===== src/rtl/bcd_seven_seg_decoder_pkg.sv =====
`default_nettype none
// ============================================================================
//  Module      : bcd_seg_pkg
//  Description : Shared 7-segment glyph constants, the segment vector type
//                and a polarity helper for the BCD 7-segment decoder.
//  Revision    : 1.0  initial release
// ============================================================================
package bcd_seg_pkg;

    // Segment vector ordered {a,b,c,d,e,f,g}; bit 6 is segment a (top).
    typedef logic [6:0] seg7_t;

    // Decimal glyphs, 1 = segment lit.
    localparam seg7_t SEG_0     = 7'b1111110;
    localparam seg7_t SEG_1     = 7'b0110000;
    localparam seg7_t SEG_2     = 7'b1101101;
    localparam seg7_t SEG_3     = 7'b1111001;
    localparam seg7_t SEG_4     = 7'b0110011;
    localparam seg7_t SEG_5     = 7'b1011011;
    localparam seg7_t SEG_6     = 7'b1011111;
    localparam seg7_t SEG_7     = 7'b1110000;
    localparam seg7_t SEG_8     = 7'b1111111;
    localparam seg7_t SEG_9     = 7'b1111011;

    // Hexadecimal glyphs (A, b, C, d, E, F).
    localparam seg7_t SEG_A     = 7'b1110111;
    localparam seg7_t SEG_B     = 7'b0011111;
    localparam seg7_t SEG_C     = 7'b1001110;
    localparam seg7_t SEG_D     = 7'b0111101;
    localparam seg7_t SEG_E     = 7'b1001111;
    localparam seg7_t SEG_F     = 7'b1000111;

    // All segments dark.
    localparam seg7_t SEG_BLANK = 7'b0000000;

    // Map a lit-high glyph onto the pad polarity (common anode inverts).
    function automatic seg7_t seg_polarity(input seg7_t glyph, input bit invert);
        return invert ? ~glyph : glyph;
    endfunction

endpackage

`default_nettype wire


===== src/rtl/bcd_seven_seg_decoder_if.sv =====
`default_nettype none
// ============================================================================
//  Module      : bcd_seven_seg_decoder_if
//  Description : Bundle of the BCD nibble inputs {A,B,C,D} and the seven
//                segment drives a..g for one display digit.
//  Revision    : 1.0  initial release
// ============================================================================
interface bcd_seven_seg_decoder_if;

    // BCD nibble, A is the MSB.
    logic A;
    logic B;
    logic C;
    logic D;

    // Segment drives: a top, b upper-right, c lower-right, d bottom,
    // e lower-left, f upper-left, g middle.
    logic a;
    logic b;
    logic c;
    logic d;
    logic e;
    logic f;
    logic g;

    // Upstream logic supplying the digit and observing the pads.
    modport master (
        output A, B, C, D,
        input  a, b, c, d, e, f, g
    );

    // The decoder itself.
    modport slave (
        input  A, B, C, D,
        output a, b, c, d, e, f, g
    );

endinterface

`default_nettype wire


===== src/rtl/bcd_seven_seg_decoder_lut.sv =====
`default_nettype none
// ============================================================================
//  Module      : bcd_seg_lut
//  Description : Purely combinational nibble -> glyph lookup. Codes 10..15
//                show A..F when HEX_MODE=1 and blank otherwise. Any nibble
//                that matches no case item (including X/Z bits) blanks.
//  Revision    : 1.0  initial release
// ============================================================================
module bcd_seg_lut
    import bcd_seg_pkg::*;
#(
    parameter bit HEX_MODE = 1'b0
) (
    input  wire logic [3:0] nibble_i,
    output seg7_t           seg_o
);

    // Glyphs shown for codes 10..15; chosen once at elaboration time.
    seg7_t hex_a_w;
    seg7_t hex_b_w;
    seg7_t hex_c_w;
    seg7_t hex_d_w;
    seg7_t hex_e_w;
    seg7_t hex_f_w;

    generate
        if (HEX_MODE) begin : g_hex_glyphs
            assign hex_a_w = SEG_A;
            assign hex_b_w = SEG_B;
            assign hex_c_w = SEG_C;
            assign hex_d_w = SEG_D;
            assign hex_e_w = SEG_E;
            assign hex_f_w = SEG_F;
        end else begin : g_blank_glyphs
            assign hex_a_w = SEG_BLANK;
            assign hex_b_w = SEG_BLANK;
            assign hex_c_w = SEG_BLANK;
            assign hex_d_w = SEG_BLANK;
            assign hex_e_w = SEG_BLANK;
            assign hex_f_w = SEG_BLANK;
        end
    endgenerate

    // Table lookup; blank is the default so unknown inputs never leak X.
    always_comb begin
        seg_o = SEG_BLANK;
        case (nibble_i)
            4'd0:    seg_o = SEG_0;
            4'd1:    seg_o = SEG_1;
            4'd2:    seg_o = SEG_2;
            4'd3:    seg_o = SEG_3;
            4'd4:    seg_o = SEG_4;
            4'd5:    seg_o = SEG_5;
            4'd6:    seg_o = SEG_6;
            4'd7:    seg_o = SEG_7;
            4'd8:    seg_o = SEG_8;
            4'd9:    seg_o = SEG_9;
            4'd10:   seg_o = hex_a_w;
            4'd11:   seg_o = hex_b_w;
            4'd12:   seg_o = hex_c_w;
            4'd13:   seg_o = hex_d_w;
            4'd14:   seg_o = hex_e_w;
            4'd15:   seg_o = hex_f_w;
            default: seg_o = SEG_BLANK;
        endcase
    end

endmodule

`default_nettype wire


===== src/rtl/bcd_seven_seg_decoder.sv =====
`default_nettype none
// ============================================================================
//  Module      : bcd_seven_seg_decoder
//  Description : Registered BCD-to-7-segment decoder for one digit. Lookup,
//                optional common-anode inversion, then a 7-bit register
//                with asynchronous reset to the dark pattern.
//  Revision    : 1.0  initial release
// ============================================================================
module bcd_seven_seg_decoder
    import bcd_seg_pkg::*;
#(
    parameter bit ACTIVE_LOW = 1'b0,
    parameter bit HEX_MODE   = 1'b0
) (
    input  wire logic               clk,
    input  wire logic               rst,
    bcd_seven_seg_decoder_if.slave  bus
);

    // Dark pattern as seen at the pads for the chosen polarity.
    localparam seg7_t SEG_OFF = seg_polarity(SEG_BLANK, ACTIVE_LOW);

    logic [3:0] nibble_w;
    seg7_t      glyph_w;
    seg7_t      seg_d;
    seg7_t      seg_q;

    assign nibble_w = {bus.A, bus.B, bus.C, bus.D};

    bcd_seg_lut #(
        .HEX_MODE (HEX_MODE)
    ) u_lut (
        .nibble_i (nibble_w),
        .seg_o    (glyph_w)
    );

    // Polarity is applied ahead of the register so the pads see only flop outputs.
    assign seg_d = seg_polarity(glyph_w, ACTIVE_LOW);

    // Output register; reset darkens the digit without waiting for a clock.
    always_ff @(posedge clk or posedge rst) begin
        if (rst) begin
            seg_q <= SEG_OFF;
        end else begin
            seg_q <= seg_d;
        end
    end

    assign bus.a = seg_q[6];
    assign bus.b = seg_q[5];
    assign bus.c = seg_q[4];
    assign bus.d = seg_q[3];
    assign bus.e = seg_q[2];
    assign bus.f = seg_q[1];
    assign bus.g = seg_q[0];

endmodule

`default_nettype wire


===== src/flat_wrapper.sv =====
// flat-port wrapper written by rule: the top's interface ports become plain ports
module bcd_seven_seg_decoder_flat import bcd_seg_pkg::*;
#(
    parameter bit ACTIVE_LOW = 1'b0,
    parameter bit HEX_MODE   = 1'b0
)
  (clk, rst, bus_A, bus_B, bus_C, bus_D, bus_a, bus_b, bus_c, bus_d, bus_e, bus_f, bus_g);
  bcd_seven_seg_decoder_if bus_i ();
  input  wire logic clk;
  input  wire logic rst;
  input wire logic [$bits(bus_i.A)-1:0] bus_A;
  input wire logic [$bits(bus_i.B)-1:0] bus_B;
  input wire logic [$bits(bus_i.C)-1:0] bus_C;
  input wire logic [$bits(bus_i.D)-1:0] bus_D;
  output wire logic [$bits(bus_i.a)-1:0] bus_a;
  output wire logic [$bits(bus_i.b)-1:0] bus_b;
  output wire logic [$bits(bus_i.c)-1:0] bus_c;
  output wire logic [$bits(bus_i.d)-1:0] bus_d;
  output wire logic [$bits(bus_i.e)-1:0] bus_e;
  output wire logic [$bits(bus_i.f)-1:0] bus_f;
  output wire logic [$bits(bus_i.g)-1:0] bus_g;
  assign bus_i.A = bus_A;
  assign bus_i.B = bus_B;
  assign bus_i.C = bus_C;
  assign bus_i.D = bus_D;
  assign bus_a = bus_i.a;
  assign bus_b = bus_i.b;
  assign bus_c = bus_i.c;
  assign bus_d = bus_i.d;
  assign bus_e = bus_i.e;
  assign bus_f = bus_i.f;
  assign bus_g = bus_i.g;
  bcd_seven_seg_decoder #(.ACTIVE_LOW(ACTIVE_LOW), .HEX_MODE(HEX_MODE)) u_core (.clk(clk), .rst(rst), .bus(bus_i));
endmodule

===== config.mk =====
export PLATFORM = sky130hd
export DESIGN_NAME = bcd_seven_seg_decoder_flat
export DESIGN_NICKNAME = d
export VERILOG_FILES = /design/src/rtl/bcd_seven_seg_decoder_pkg.sv /design/src/rtl/bcd_seven_seg_decoder_if.sv /design/src/rtl/bcd_seven_seg_decoder_lut.sv /design/src/rtl/bcd_seven_seg_decoder.sv /design/src/flat_wrapper.sv
export SDC_FILE = /design/constraint.sdc
export NUM_CORES = 1
export LEC_CHECK = 0
export ABC_CLOCK_PERIOD_IN_PS = 1200
export CORE_AREA = 2 2 39 41
export DETAILED_ROUTE_END_ITERATION = 16
export DIE_AREA = 0 0 41 43
export GPL_TIMING_DRIVEN = 0
export MAX_ROUTING_LAYER = met4
export PLACE_DENSITY_LB_ADDON = 0.12
export SETUP_SLACK_MARGIN = 0.4
export SYNTH_ARGS = -nofsm -noshare
export SYNTH_HDL_FRONTEND = slang
export SYNTH_SLANG_ARGS = --single-unit

===== constraint.sdc =====
create_clock -name clk -period 1.2 [get_ports clk]
set_input_delay 0.24 -clock clk [delete_from_list [all_inputs] [get_ports clk]]
set_output_delay 0.24 -clock clk [all_outputs]
set_load 0.1 [all_outputs]

==> run_results.csv <==
group,metric,value,unit
setup_path,crit_type,"reg -> out",
cells_and_area,nFillCells,121,
setup_path,required,0.96,ns
routing,ant_nets,0,
power_and_ir_drop,power.internal,0.000518,W
cts,clkSinkCount,7,
routing,drt_iter0_drc,3,
die,fp.dieArea,1760,µm²
power_and_ir_drop,cellLeakagePower,0.290,nW
setup_path,crit_fanout,1,
setup_path,crit_family,"flip-flops",
cells_and_area,final_nets,63,
cells_and_area,top_register,"u_core.seg_q",
setup_path,critPathArrivalTime,0.89,ns
cells_and_area,fin_util,47.5,%
power_and_ir_drop,vdd_drop_max,0.332,mV
timing,rsz0062_at_grt,"yes",
global_route,grt_pass1_vias,269,
power_and_ir_drop,clockPowerShare,24.3,%
routing,dr_total_vias,295,
timing,timing.hold.ws,0.219,ns
setup_path,endpoint_kind,"output port",
routing,highest_layer,"met4",
global_route,grt_max_degree,11,
power_and_ir_drop,p_sw,0.000301,W
global_route,grt_use_total,9.67,%
cts,numCtsBuffers,3,
cts,cts_setup_buffers,0,
power_and_ir_drop,combPwrFrac,40.6,%
cts,htree_levels,1,
global_route,antenna_found_initial,0,
timing,slew_viol_final,0,
timing,fmax,888,MHz
cells_and_area,largest_register_ffs,7,
cells_and_area,area_growth,65.1,%
cts,cts-root-buf,"clkbuf_4",
yosys,synth_cell_types,14,
yosys,ys_seq_elements,7,
placement,dpl.hpwl,486,µm
routing,first_pass_iters,4,
power_and_ir_drop,powerDensity,1250,nW/µm²
setup_path,critPathBufInv,1,
global_route,overflow,0,
timing,fin_crit_sh,93.8,%
die,die_y,43,µm
cts,cts_buffer_depth,2,
cells_and_area,antennaDiodeCount,0,
routing,route.detailed.drc,0,
yosys,syn_area_per_cell,11.1,µm²
global_route,grt_pass1_wl,1.06,mm
timing,slew_headroom,83.6,%
timing,finalSetupViolCount,0,
yosys,syn_area,398,µm²
setup_path,cpPeakStageDelay,0.47,ns
routing,drt-vias-per-instance,4.47,
die,rows,14,
cts,tritoncts,"built",
timing,period_minus_slack,1.13,ns
cells_and_area,drive_above_1_share,58.0,%
yosys,syn-num-nets,48,
setup_path,worst_path_max_delay_cell,"dfrtp_4",
cts,cts_hold_buffers,0,
setup_path,crit_chain,"buf_12",
cts,clk_pin_slew,0.05,ns
die,ios,13,
routing,wirelength_met1,219,µm
routing,dr_wl_met3,57,µm
placement,numPortBuffers,10,
placement,gp_congestion,0.727,
power_and_ir_drop,p_seq_share,35.0,%
cells_and_area,reg_top3,"u_core.seg_q: 7 flops",
status,outcome,"completed",
timing,hold_violations,0,
die,start_util,28.8,%
yosys,synth_cells,36,
power_and_ir_drop,swShare,36.8,%
yosys,synth_seq_area_share,44.0,%
setup_path,critPathLaunchType,"flip-flop",
routing,finalWirelength,611,µm
routing,wl_per_cell,9.26,µm
routing,wl_met2,327,µm
die,core_region_area,1380,µm²
die,die_x,41,µm
hold_path,hold_class,"in -> async",
yosys,ys_warn_count,0,
run,maxCapViolations,0,
timing,worst_pin_slew,0.246,ns
## cell type report
class / instances / area, µm² / area share, %
clock buffer: 4 / 26.3 / 4.00
inverter: 6 / 25.0 / 3.81
timing repair buffer: 10 / 163 / 24.8
tap: 16 / 20.0 / 3.05
sequential: 7 / 201 / 30.7
multi-input combinational: 21 / 199 / 30.3
buffer: 2 / 22.5 / 3.43
## worst paths after layout
check | depth (start not counted) | end | start | slack [ns]
min | 2 | u_core.seg_q[0] | rst | 0.22
max in group asynchronous | 2 | u_core.seg_q[3] | rst | 0.76
min in group clk | 2 | u_core.seg_q[2] | bus_B | 0.22
max | 1 | bus_g | u_core.seg_q[0] | 0.07
## metrics by stage
| stage | total power (W) | setup slack, ns | cells | cell area [µm²] | setup TNS (ns) |
|---|---|---|---|---|---|
| global placement | 0.000562 | -0.531 | 62 | 562 | -5.55 |
| detailed placement | 0.000565 | -0.538 | 62 | 562 | -5.64 |
| global route | 0.000872 | 0.0378 | 66 | 657 | 0 |
| CTS | 0.000829 | 0.0572 | 66 | 648 | 0 |
| floorplan | 0.000500 | 0.368 | 36 | 442 | 0 |
| finish | 0.000820 | 0.0738 | 66 | 657 | 0 |
## repair_timing
item | CTS | global route
hold endpoints to repair | 0 | 0
resized for setup | 73 | 4
pin swaps | 0 | 1
setup endpoints to repair | 14 | 11
## cell usage after synthesis
cell type	instances	area (µm²)
nor2_1	2	7.51
a21o_2	1	8.76
dfrtp_1	7	175
buf_6	2	22.5
xnor2_1	1	8.76
inv_2	1	3.75
a21oi_1	2	10.0
o22ai_1	5	31.3
inv_1	5	18.8
nand2b_4	1	13.8
ha_1	6	75.1
mux2i_1	1	10.0
o21a_1	1	7.51
o21ai_0	1	5.00
## layout by cell type (no fill, tap or decap), drive strengths merged, types with 2 or more instances in the layout
cell,netlist,layout
a21oi,2,2
buf,2,11
clkbuf,0,4
dfrtp,7,7
ha,6,6
inv,6,6
nor2,2,2
o22ai,5,5
## cells by family (layout without fill, tap and decap cells)
family                     count (synthesis)  count (layout)  share of synthesized area, %
muxes                                      1               1                          2.52
and+or+nand+nor                            3               3                          5.35
AOI/OAI and AO/OA                         10              10                          15.7
xor gates and xnor gates                   1               1                          2.20
adders and majority gates                  6               6                          18.9
DFF                                        7               7                          44.0
buffers and inverters                      8              22                          11.3
## metal layers
layer	vias up	global-route usage [%]
li1	146	-
met1	135	9.30
met2	12	13.8
met3	2	3.14
met4	0	10.0
met5	-	-
## power by group through the flow
stage | clock (W) | sequential, W | combinational [W]
after global routing | 0.000234 | 0.000288 | 0.000351
after global placement | 0 | 0.000279 | 0.000283
after floorplan | 0 | 0.000438 | 0.0000618
after CTS | 0.000212 | 0.000288 | 0.000329
after detailed placement | 0 | 0.000280 | 0.000286
final | 0.000199 | 0.000287 | 0.000333
No activity file was read; power rests on OpenSTA's default activity.
